File: config.mk
export PLATFORM = sky130hd
export DESIGN_NAME = voice_allocator
export DESIGN_NICKNAME = d
export VERILOG_FILES = /design/src/rtl/voice_allocator.sv
export SDC_FILE = /design/constraint.sdc
export NUM_CORES = 1
export LEC_CHECK = 0
export BUFFER_PORTS_ARGS = -buffer_cell sky130_fd_sc_hd__clkbuf_2
export CAP_MARGIN = 30
export CORE_ASPECT_RATIO = 1.75
export CORE_MARGIN = 8
export CORE_UTILIZATION = 58
export CTS_BUF_LIST = sky130_fd_sc_hd__clkbuf_2 sky130_fd_sc_hd__clkbuf_4 sky130_fd_sc_hd__clkbuf_8
export CTS_CLUSTER_DIAMETER = 100
export DETAILED_ROUTE_END_ITERATION = 12
export MAX_ROUTING_LAYER = met4
export PLACE_DENSITY_LB_ADDON = 0.05
export REMOVE_ABC_BUFFERS = 1
export SLEW_MARGIN = 20
export SYNTH_ARGS = -nofsm -noshare
export SYNTH_HDL_FRONTEND = slang
export SYNTH_SLANG_ARGS = --single-unit
File: constraint.sdc
create_clock -name clock -period 4.42 [get_ports clock]
set_input_delay 0 -clock clock [delete_from_list [all_inputs] [get_ports clock]]
set_output_delay 0 -clock clock [all_outputs]
set_load 0.02 [all_outputs]
File: src/rtl/voice_allocator.sv
// Polyphonic voice allocator: accepts note-on/note-off events one at a time
// and maintains per-slot note/velocity/held state with oldest-voice stealing.
// Ports:
//   clock, reset_l               - clock, asynchronous active-low reset
//   event_valid/event_ready      - event handshake (ready only while idle)
//   event_on/note/velocity       - event payload (velocity 0 means note-off)
//   voice_active/note/velocity   - per-slot held flag, note and velocity
//   event_done, stolen           - one-cycle pulses when an update lands
module voice_allocator #(
  parameter int ELEMENT_WIDTH = 7,
  parameter int ELEMENT_COUNT = 4
) (
  input  logic                                         clock,
  input  logic                                         reset_l,
  input  logic                                         event_valid,
  output logic                                         event_ready,
  input  logic                                         event_on,
  input  logic [ELEMENT_WIDTH-1:0]                     event_note,
  input  logic [6:0]                                   event_velocity,
  output logic [ELEMENT_COUNT-1:0]                     voice_active,
  output logic [ELEMENT_COUNT-1:0][ELEMENT_WIDTH-1:0]  voice_note,
  output logic [ELEMENT_COUNT-1:0][6:0]                voice_velocity,
  output logic                                         event_done,
  output logic                                         stolen
);

  localparam int unsigned AW = (ELEMENT_COUNT > 1) ? $clog2(ELEMENT_COUNT) : 1;
  localparam int unsigned VW = 7;

  typedef enum logic {IDLE = 1'b0, UPDATE = 1'b1} state_e;

  state_e                                     state_q, state_d;
  logic                                       ready_q;
  logic                                       accept;

  logic                                       ev_on_q;
  logic [ELEMENT_WIDTH-1:0]                   ev_note_q;
  logic [VW-1:0]                              ev_vel_q;

  logic [ELEMENT_COUNT-1:0]                   active_q, active_d;
  logic [ELEMENT_COUNT-1:0][ELEMENT_WIDTH-1:0] note_q, note_d;
  logic [ELEMENT_COUNT-1:0][VW-1:0]           vel_q, vel_d;
  logic [ELEMENT_COUNT-1:0][AW-1:0]           age_q, age_d;
  logic                                       done_q, done_d;
  logic                                       stolen_q, stolen_d;

  logic                                       eff_on;
  logic [ELEMENT_COUNT-1:0]                   hit_oh, free_oh, old_oh;
  logic                                       any_hit, any_free;

  assign accept = event_valid && (state_q == IDLE);

  // State register
  always_ff @(posedge clock or negedge reset_l) begin
    if (!reset_l) state_q <= IDLE;
    else          state_q <= state_d;
  end

  // Next-state logic
  always_comb begin
    state_d = state_q;
    case (state_q)
      IDLE:    if (accept) state_d = UPDATE;
      UPDATE:  state_d = IDLE;
      default: state_d = IDLE;
    endcase
  end

  // Event capture and voice/status registers
  always_ff @(posedge clock or negedge reset_l) begin
    if (!reset_l) begin
      ready_q   <= 1'b1;
      ev_on_q   <= 1'b0;
      ev_note_q <= '0;
      ev_vel_q  <= '0;
      active_q  <= '0;
      note_q    <= '0;
      vel_q     <= '0;
      age_q     <= '0;
      done_q    <= 1'b0;
      stolen_q  <= 1'b0;
    end else begin
      ready_q  <= (state_d == IDLE);
      if (accept) begin
        ev_on_q   <= event_on;
        ev_note_q <= event_note;
        ev_vel_q  <= event_velocity;
      end
      active_q <= active_d;
      note_q   <= note_d;
      vel_q    <= vel_d;
      age_q    <= age_d;
      done_q   <= done_d;
      stolen_q <= stolen_d;
    end
  end

  // Slot search: lowest-index active match, lowest-index free slot, oldest slot
  always_comb begin
    eff_on  = ev_on_q && (ev_vel_q != '0);
    hit_oh  = '0;
    free_oh = '0;
    old_oh  = '0;
    for (int i = ELEMENT_COUNT - 1; i >= 0; i--) begin
      if (active_q[i] && (note_q[i] == ev_note_q)) begin
        hit_oh    = '0;
        hit_oh[i] = 1'b1;
      end
      if (!active_q[i]) begin
        free_oh    = '0;
        free_oh[i] = 1'b1;
      end
      // Ages are distinct, so when every slot is held exactly one has the max age
      if (active_q[i] && (age_q[i] == AW'(ELEMENT_COUNT - 1))) begin
        old_oh    = '0;
        old_oh[i] = 1'b1;
      end
    end
    any_hit  = |hit_oh;
    any_free = |free_oh;
  end

  // Output / datapath logic: apply the registered event while in UPDATE
  always_comb begin
    logic [ELEMENT_COUNT-1:0] tgt_oh;
    logic                     fresh;
    logic [AW-1:0]            prev_age;

    active_d = active_q;
    note_d   = note_q;
    vel_d    = vel_q;
    age_d    = age_q;
    done_d   = 1'b0;
    stolen_d = 1'b0;
    tgt_oh   = '0;
    fresh    = 1'b0;
    prev_age = '0;

    if (state_q == UPDATE) begin
      done_d = 1'b1;
      if (eff_on) begin
        if (any_hit) begin
          tgt_oh = hit_oh;
        end else if (any_free) begin
          tgt_oh = free_oh;
          fresh  = 1'b1;
        end else begin
          tgt_oh   = old_oh;
          stolen_d = 1'b1;
        end
        for (int i = 0; i < ELEMENT_COUNT; i++) begin
          if (tgt_oh[i]) prev_age = age_q[i];
        end
        // Written slot becomes youngest; only slots younger than it age by one
        for (int i = 0; i < ELEMENT_COUNT; i++) begin
          if (tgt_oh[i]) begin
            active_d[i] = 1'b1;
            note_d[i]   = ev_note_q;
            vel_d[i]    = ev_vel_q;
            age_d[i]    = '0;
          end else if (active_q[i] && (fresh || (age_q[i] < prev_age))) begin
            age_d[i] = age_q[i] + AW'(1);
          end
        end
      end else if (any_hit) begin
        for (int i = 0; i < ELEMENT_COUNT; i++) begin
          if (hit_oh[i]) prev_age = age_q[i];
        end
        // Released slot keeps note/velocity; older slots close the age gap
        for (int i = 0; i < ELEMENT_COUNT; i++) begin
          if (hit_oh[i]) begin
            active_d[i] = 1'b0;
            age_d[i]    = '0;
          end else if (active_q[i] && (age_q[i] > prev_age)) begin
            age_d[i] = age_q[i] - AW'(1);
          end
        end
      end
    end
  end

  assign event_ready    = ready_q;
  assign voice_active   = active_q;
  assign voice_note     = note_q;
  assign voice_velocity = vel_q;
  assign event_done     = done_q;
  assign stolen         = stolen_q;

endmodule

Word-level counts from Yosys, hierarchy flattened
Cells that the tools add are included.

word-level totals
  RAM bits = 0
  latch bits = 0
  memories kept = 0
  output and inout bits = 63
  register bits after elaboration = 87
  bits in read-only memories = 0
  logic and storage cells = 171

cells by class
  multipliers = 0
  equality and inequality tests = 16
  bitwise logic cells = 2
  shifts and indexed selects = 0
  $lt $le $gt $ge = 8
  muxes and demuxes = 68
  div/mod/pow operators = 0
  add/subtract/negate cells = 8
  reduce and logical (&&, ||, !) cells = 46

operators by type and width
  kind                                                                 count
  4-bit 2-to-1 mux                                                     18
  2-bit 2-to-1 mux                                                     29
  4-bit AND reduction                                                  8
  7-bit equality test                                                  4
  1-bit logical AND                                                    18
  1-bit 2-to-1 mux                                                     18
  8-bit 2-to-1 mux                                                     2
  3-bit by 1-bit != test with 1-bit output (second input constant)     4
  3-bit AND reduction                                                  4
  3-bit nonzero test                                                   4
  2-bit nonzero test                                                   5
  2-bit by 1-bit adder with 2-bit output (second input constant)       4
  2-bit equality test (second input constant)                          4
  2-bit greater-than comparator                                        4
  2-bit < comparator                                                   4
  2-bit by 1-bit != test with 1-bit output (second input constant)     4
  4-bit OR reduction                                                   2
  2-bit by 1-bit subtractor with 2-bit output (second input constant)  4
  7-bit nonzero test                                                   1
  1-bit logical OR                                                     4
  1-bit inverter                                                       2
  1-bit one-hot mux with 2 select lines                                1

Logic depth before layout (Yosys ltp)
  depth after elaboration = 22
  depth in mapped cells = 18
  gate-level depth less buffers = 16

Worst setup path after synthesis
Ideal clock, no wire load.

  path type = flip-flop to flip-flop
  start point = reg active_q[0], in the netlist voice_active[0]
  end point = reg age_q[3] (netlist bit)
  path buffers = 1
  clock period less this slack = 3.557 ns
  required time = 4.341 ns
  setup slack = 0.863 ns
  cell stages (with the launch flop) = 17
  library setup time = 0.079 ns
  arrival time = 3.478 ns
  cells stage by stage = dfrtp_1 clkbuf_1 nand4_1 nor2_1 nor2_1 nand2_1 nor2_1 a21oi_1 ha_1 nand2_1 o211ai_1 nand2_1 a21oi_1 or4b_4 a211o_2 o211ai_1 mux2i_1

between the ends
  cells in the longest elaborated chain, start to end = 17
  elaborated cells on any way between the ends = 41
  classes of those cells = order compare: 2; eq/ne: 1; mux: 28; reduce/logical: 10

ends and longest elaborated chain
  element                                                        RTL line  RTL
  from (decl)                                                    40        logic [ELEMENT_COUNT-1:0] active_q, active_d;
  from (signal assigned)                                         89        active_q <= active_d;
  4-bit 2-to-1 mux (tied with other cells)                       109       if (!active_q[i]) begin
  4-bit OR reduction (tied with other cells)                     120       any_free = |free_oh;
  4-bit 2-to-1 mux / 4-bit OR reduction (equally long branches)  144, 119
  4-bit 2-to-1 mux                                               142       if (any_hit) begin
  4-bit 2-to-1 mux                                               141       if (eff_on) begin
  4-bit 2-to-1 mux                                               139       if (state_q == UPDATE) begin
  2-bit 2-to-1 mux (4 in a row)                                  152       if (tgt_oh[i]) prev_age = age_q[i];
  2-bit 2-to-1 mux                                               141
  2-bit 2-to-1 mux                                               139
  2-bit < comparator                                             161       end else if (active_q[i] && (fresh || (age_q[i] < prev_age))) begin
  1-bit logical OR                                               161
  1-bit logical AND                                              161
  3-bit by 1-bit != test with 1-bit output (no source line)      --
  4-bit AND reduction (no source line)                           --
  to (signal assigned)                                           92        age_q <= age_d;
  to (decl)                                                      43        logic [ELEMENT_COUNT-1:0][AW-1:0] age_q, age_d;

Several ways; a longest one is shown, not always the timed one. The select of a mux whose other input is x is not followed.
A chain may end at the register's enable or synchronous reset.

Worst setup path in the final report
  start point = reg ev_note_q[1]
  end point = reg age_q[3] (netlist bit)

between the ends
  cells in the longest elaborated chain, start to end = 21
  elaborated cells on any way between the ends = 45
  classes of those cells = order compare: 2; eq/ne: 5; mux: 27; reduce/logical: 11

ends and longest elaborated chain
  element                                                    RTL line  RTL
  from (decl)                                                37        logic [ELEMENT_WIDTH-1:0] ev_note_q;
  from (signal assigned)                                     86        ev_note_q <= event_note;
  7-bit equality test                                        105       if (active_q[i] && (note_q[i] == ev_note_q)) begin
  1-bit logical AND                                          105
  4-bit 2-to-1 mux (3 in a row)                              105
  4-bit 2-to-1 mux (*)                                       105
  4-bit OR reduction                                         119       any_hit = |hit_oh;
  4-bit 2-to-1 mux                                           142
  4-bit 2-to-1 mux                                           141
  4-bit 2-to-1 mux                                           139
  2-bit 2-to-1 mux (4 in a row)                              152
  2-bit 2-to-1 mux                                           141
  2-bit 2-to-1 mux                                           139
  2-bit < comparator                                         161
  1-bit logical OR                                           161
  1-bit logical AND                                          161
  3-bit by 1-bit != test with 1-bit output (no source line)  --
  4-bit AND reduction (no source line)                       --

Mark *: on every way between the ends. The rest lies on a longest branch, timed or not. The select of a mux whose other input is x is not followed.

==> results by group <==
Yosys
  – Top FF cell, synth: dfrtp_1
  – Synth Instances: 400
  – Syn avg cell area: between 10 and 15 um2
  – Post-synthesis mux area share: 18.3%
  – Post-Synth Simple-Gate Area: 11.8%
  – Post-synthesis sequential area ratio: a little under half
  – Area of the mapped netlist: 4660 um2
  – Netlist cell types: a little over 60
  – Synth Area in Adders: between 4 and 5%
  – #FFs+latches synth: 87
  – Xor and xnor fraction of the mapped netlist area: under 10%
  – Synthesis Warnings: 0
  – Number of synthesized flops with an enable pin: 0
  – Compound-Gate Fraction of Synth Area: 10.3%
  – Largest family of logic cells by synthesized area: multiplexers
  – Asr flop ratio synth: 100%

Timing
  – Clk_skew: 0.0154 ns
  – Hold Vio Cnt, Final: 0
  – Max-slew headroom: 23.1%
  – TNS Setup: 0 ns
  – Fmax: ~0.24 GHz
  – Fin. max-slew vios: 0
  – Worst Max-Slew Pin Slew: 1.14 ns
  – Tmin final: 4.19 ns
  – Final setup vio count: 0
  – Final worst-path cycle share: 94.8%
  – RSZ-0062 raised after global routing: false

Floorplan
  – Standard-cell rows: 43
  – Area of the die: about 11000 um2
  – Die X: 83.8 um
  – I/O Pins: 81
  – Die Height: 135 um
  – Area of the core: 7860 um2
  – Starting Density: between 50% and 60%

Worst hold path
  – Hold WC Path Type: in -> async

Routing
  – Vias/cell: 6.02
  – WL met2: 6920 um
  – Antenna viol nets, final: 0
  – WL per Instance: 21.2 um
  – DR pass1 iterations: 5
  – Via count: roughly 3.5k
  – Top routing layer used: met4
  – M1 WL: 4550 um
  – Met3 WL post-DR: 400 um
  – DRC viols: 0
  – DR iter-0 viols: between 150 and 200
  – Post-Route WL: between 10000 and 15000 um

Setup path
  – CP max-delay cell: nor2_2
  – Crit path to: age_q[3]
  – Cell repeated most along the worst path: a21oi_1
  – Worst-path fanout max: 14
  – Critical Path Start: ev_note_q[1]
  – Delay-heaviest family, CP: simple AND/OR/NAND/NOR gates
  – Worst-case reg-to-reg path depth: 16
  – CP Cell Sequence: xnor2_1 -> nand4_1 -> nor2_2 -> nor3_1 -> a211oi_1 -> a21oi_1 -> a21oi_1 -> ha_1 -> nand2_1 -> o211ai_1 -> nand2_1 -> a21oi_1 -> or4b_4 -> a211o_2 -> o211ai_1 -> mux2i_1
  – Critical path endpoint category: flip-flop
  – Worst path arrival time: between 4 and 5 ns
  – RR Endpoint: age_q[3]
  – Reg-to-reg slack, setup: 0.23 ns
  – Crit Path Category: reg -> reg
  – CP Buf/Inv Count: 0
  – Crit path launch type: flip-flop
  – Req. time, crit path: 4.70 ns
  – CP peak stage delay: ~0.55 ns
  – CP Depth: 16
  – FF-to-FF Start: ev_note_q[1]

CTS
  – # clock sinks: 87
  – CTS tree: built
  – CTS clk-pin slew, worst paths: 0.09 ns
  – CTS H-tree lvls: 3
  – Maximum clock path buffer count: 2
  – CTS root buf: clkbuf_8
  – Postcts setup bufs: 0
  – CTS Buf Count: 9
  – Clock latency on the worst-skew pair: about 0.36 ns

Cells and area
  – Diodes inserted: 0
  – Fraction of layout instances using a drive strength above 1: 40.3%
  – Final net count: 528
  – Non-Filler Instances: around 600
  – Area growth, synth to finish: 17.5%

Place
  – Final GP Congestion: ~0.96
  – DP Cell Count: 554
  – Port Buffer Count: 80
  – Detailed-placement wirelength estimate: 9350 um

Power
  – Power Density: 709 nW/um2
  – VDD IR max: 0.467 mV
  – Static Leak: 2.49 nW

Job
  – Max Cap Violations: 0

Global route
  – First-pass GRT wire length: 19800 um
  – Vias in the first global route: 3824
  – GRT Total Usage: 22.8%
  – Grt total ovfl: 0
  – Antenna violations before repair: 0
  – Largest net degree at the start of global routing: 51

Status
  – Status: finished, final reports clean
## area by class of cell
| class | instances | area (um2) |
|---|---|---|
| Inverter | 9 | 33.8 |
| Timing Repair Buffer | 106 | 648 |
| Clock inverter | 5 | 32.5 |
| Multi-Input combinational cell | 281 | 2330 |
| Fill cell | 613 | 2380 |
| Clock buffer | 11 | 145 |
| Tap cell | 90 | 113 |
| Sequential cell | 87 | 2180 |
## synthesized netlist by cell type, types with 2 or more instances
cell type  number  area share, %
a211oi_1        5           0.81
a21oi_1        13            1.4
a31o_2          2           0.38
a31oi_1         3           0.40
and3_1          3           0.40
buf_2           6           0.64
buf_4           6           0.97
clkbuf_1        9           0.72
dfrtp_1        86             46
ha_1           16            4.3
inv_1           9           0.72
mux2_2         72             17
mux2i_1         4           0.86
nand2_1        29            2.3
nand2b_1        4           0.54
nand3_1         3           0.32
nand4_1        12            1.6
nor2_1         14            1.1
nor2b_1         5           0.67
nor3_1          7           0.75
nor4b_1         3           0.56
o211ai_1        4           0.64
o21ai_0        12            1.3
o22ai_1         2           0.27
o31ai_1         4           0.64
o41ai_4         2            1.2
or2_2           3           0.40
or4_4           2           0.48
or4b_2          2           0.43
xnor2_1        24            4.5
xor2_1          4           0.75
## worst register-to-register path: stages, from the launching register on
cell and delay, ns:
dfrtp_1 0.51, xnor2_1 0.25, nand4_1 0.24, nor2_2 0.55
nor3_1 0.14, a211oi_1 0.24, a21oi_1 0.07, a21oi_1 0.34
ha_1 0.32, nand2_1 0.07, o211ai_1 0.09, nand2_1 0.08
a21oi_1 0.05, or4b_4 0.53, a211o_2 0.32, o211ai_1 0.10
mux2i_1 0.21
## placed cells by master (no fill, tap or decap), types with 8 or more instances in the layout
cell type       n
o21ai_0        12
ha_1           16
nor2_1         14
dlygate4sd3_1  17
xnor2_1        24
inv_1           9
buf_4           8
clkbuf_2       79
a21oi_1        13
nand4_1        12
mux2_2         72
nand2_1        29
dfrtp_1        86
clkbuf_8       10
## sequential cells by signal, indices dropped and copies added (netlist names)
register,count
voice_note,28
voice_velocity,28
age_q,8
ev_note_q,7
ev_vel_q,7
voice_active,4
ev_on_q,1
event_done,1
event_ready,1
state_q,1
stolen,1
## per-stage QoR
step / utilization [%] / power, mW / instance area, um2 / worst slack, ns / hold slack (ns)
4_1_cts: 69.3 / 3.91 / 5450 / 0.273 / 0.113
2_1_floorplan: - / 2.68 / 4540 / 0.935 / -0.296
6_report: 69.8 / 3.88 / 5480 / 0.230 / 0.134
5_1_grt: 69.8 / 4.14 / 5480 / 0.0298 / 0.179
3_5_place_dp: 65.0 / 3.39 / 5110 / 0.294 / -0.0157
3_3_place_gp: 65.0 / 3.34 / 5110 / 0.346 / -0.0196
## logic make-up after synthesis
logic type,Yosys count
and+or+nand+nor,98
DFF,87
muxes,76
AOI/OAI and AO/OA,63
buffers and inverters,32
xor gates and xnor gates,28
adders and majority gates,16
## how the worst min path moves through the flow
| stage | end | slack (ns) |
|---|---|---|
| 3_3_place_gp | age_q[3] | -0.02 |
| 6_report | age_q[3] | 0.13 |
| 3_5_place_dp | age_q[2] | -0.02 |
| 4_1_cts | state_q | 0.11 |
| 5_1_grt | age_q[2] | 0.18 |
| 2_1_floorplan | age_q[0] | -0.30 |
## per-layer routing
layer | track usage [%] | up-vias
met2 | 40.6 | 102
met3 | 4.40 | 33
met5 | - | -
met4 | 12.7 | 0
li1 | - | 1649
met1 | 22.6 | 1759
## power breakdown
group          leakage, nW  internal (mW)  switching, mW
registers             1.06           1.11          0.333
clock network       0.0969          0.226          0.272
logic                 1.34          0.826           1.11
## repair_timing
item / CTS / global route
hold buffers: 16 / 1
hold endpoints to repair: 52 / 1
resized for setup: 0 / 0
Power figures use the tool's default switching activity.
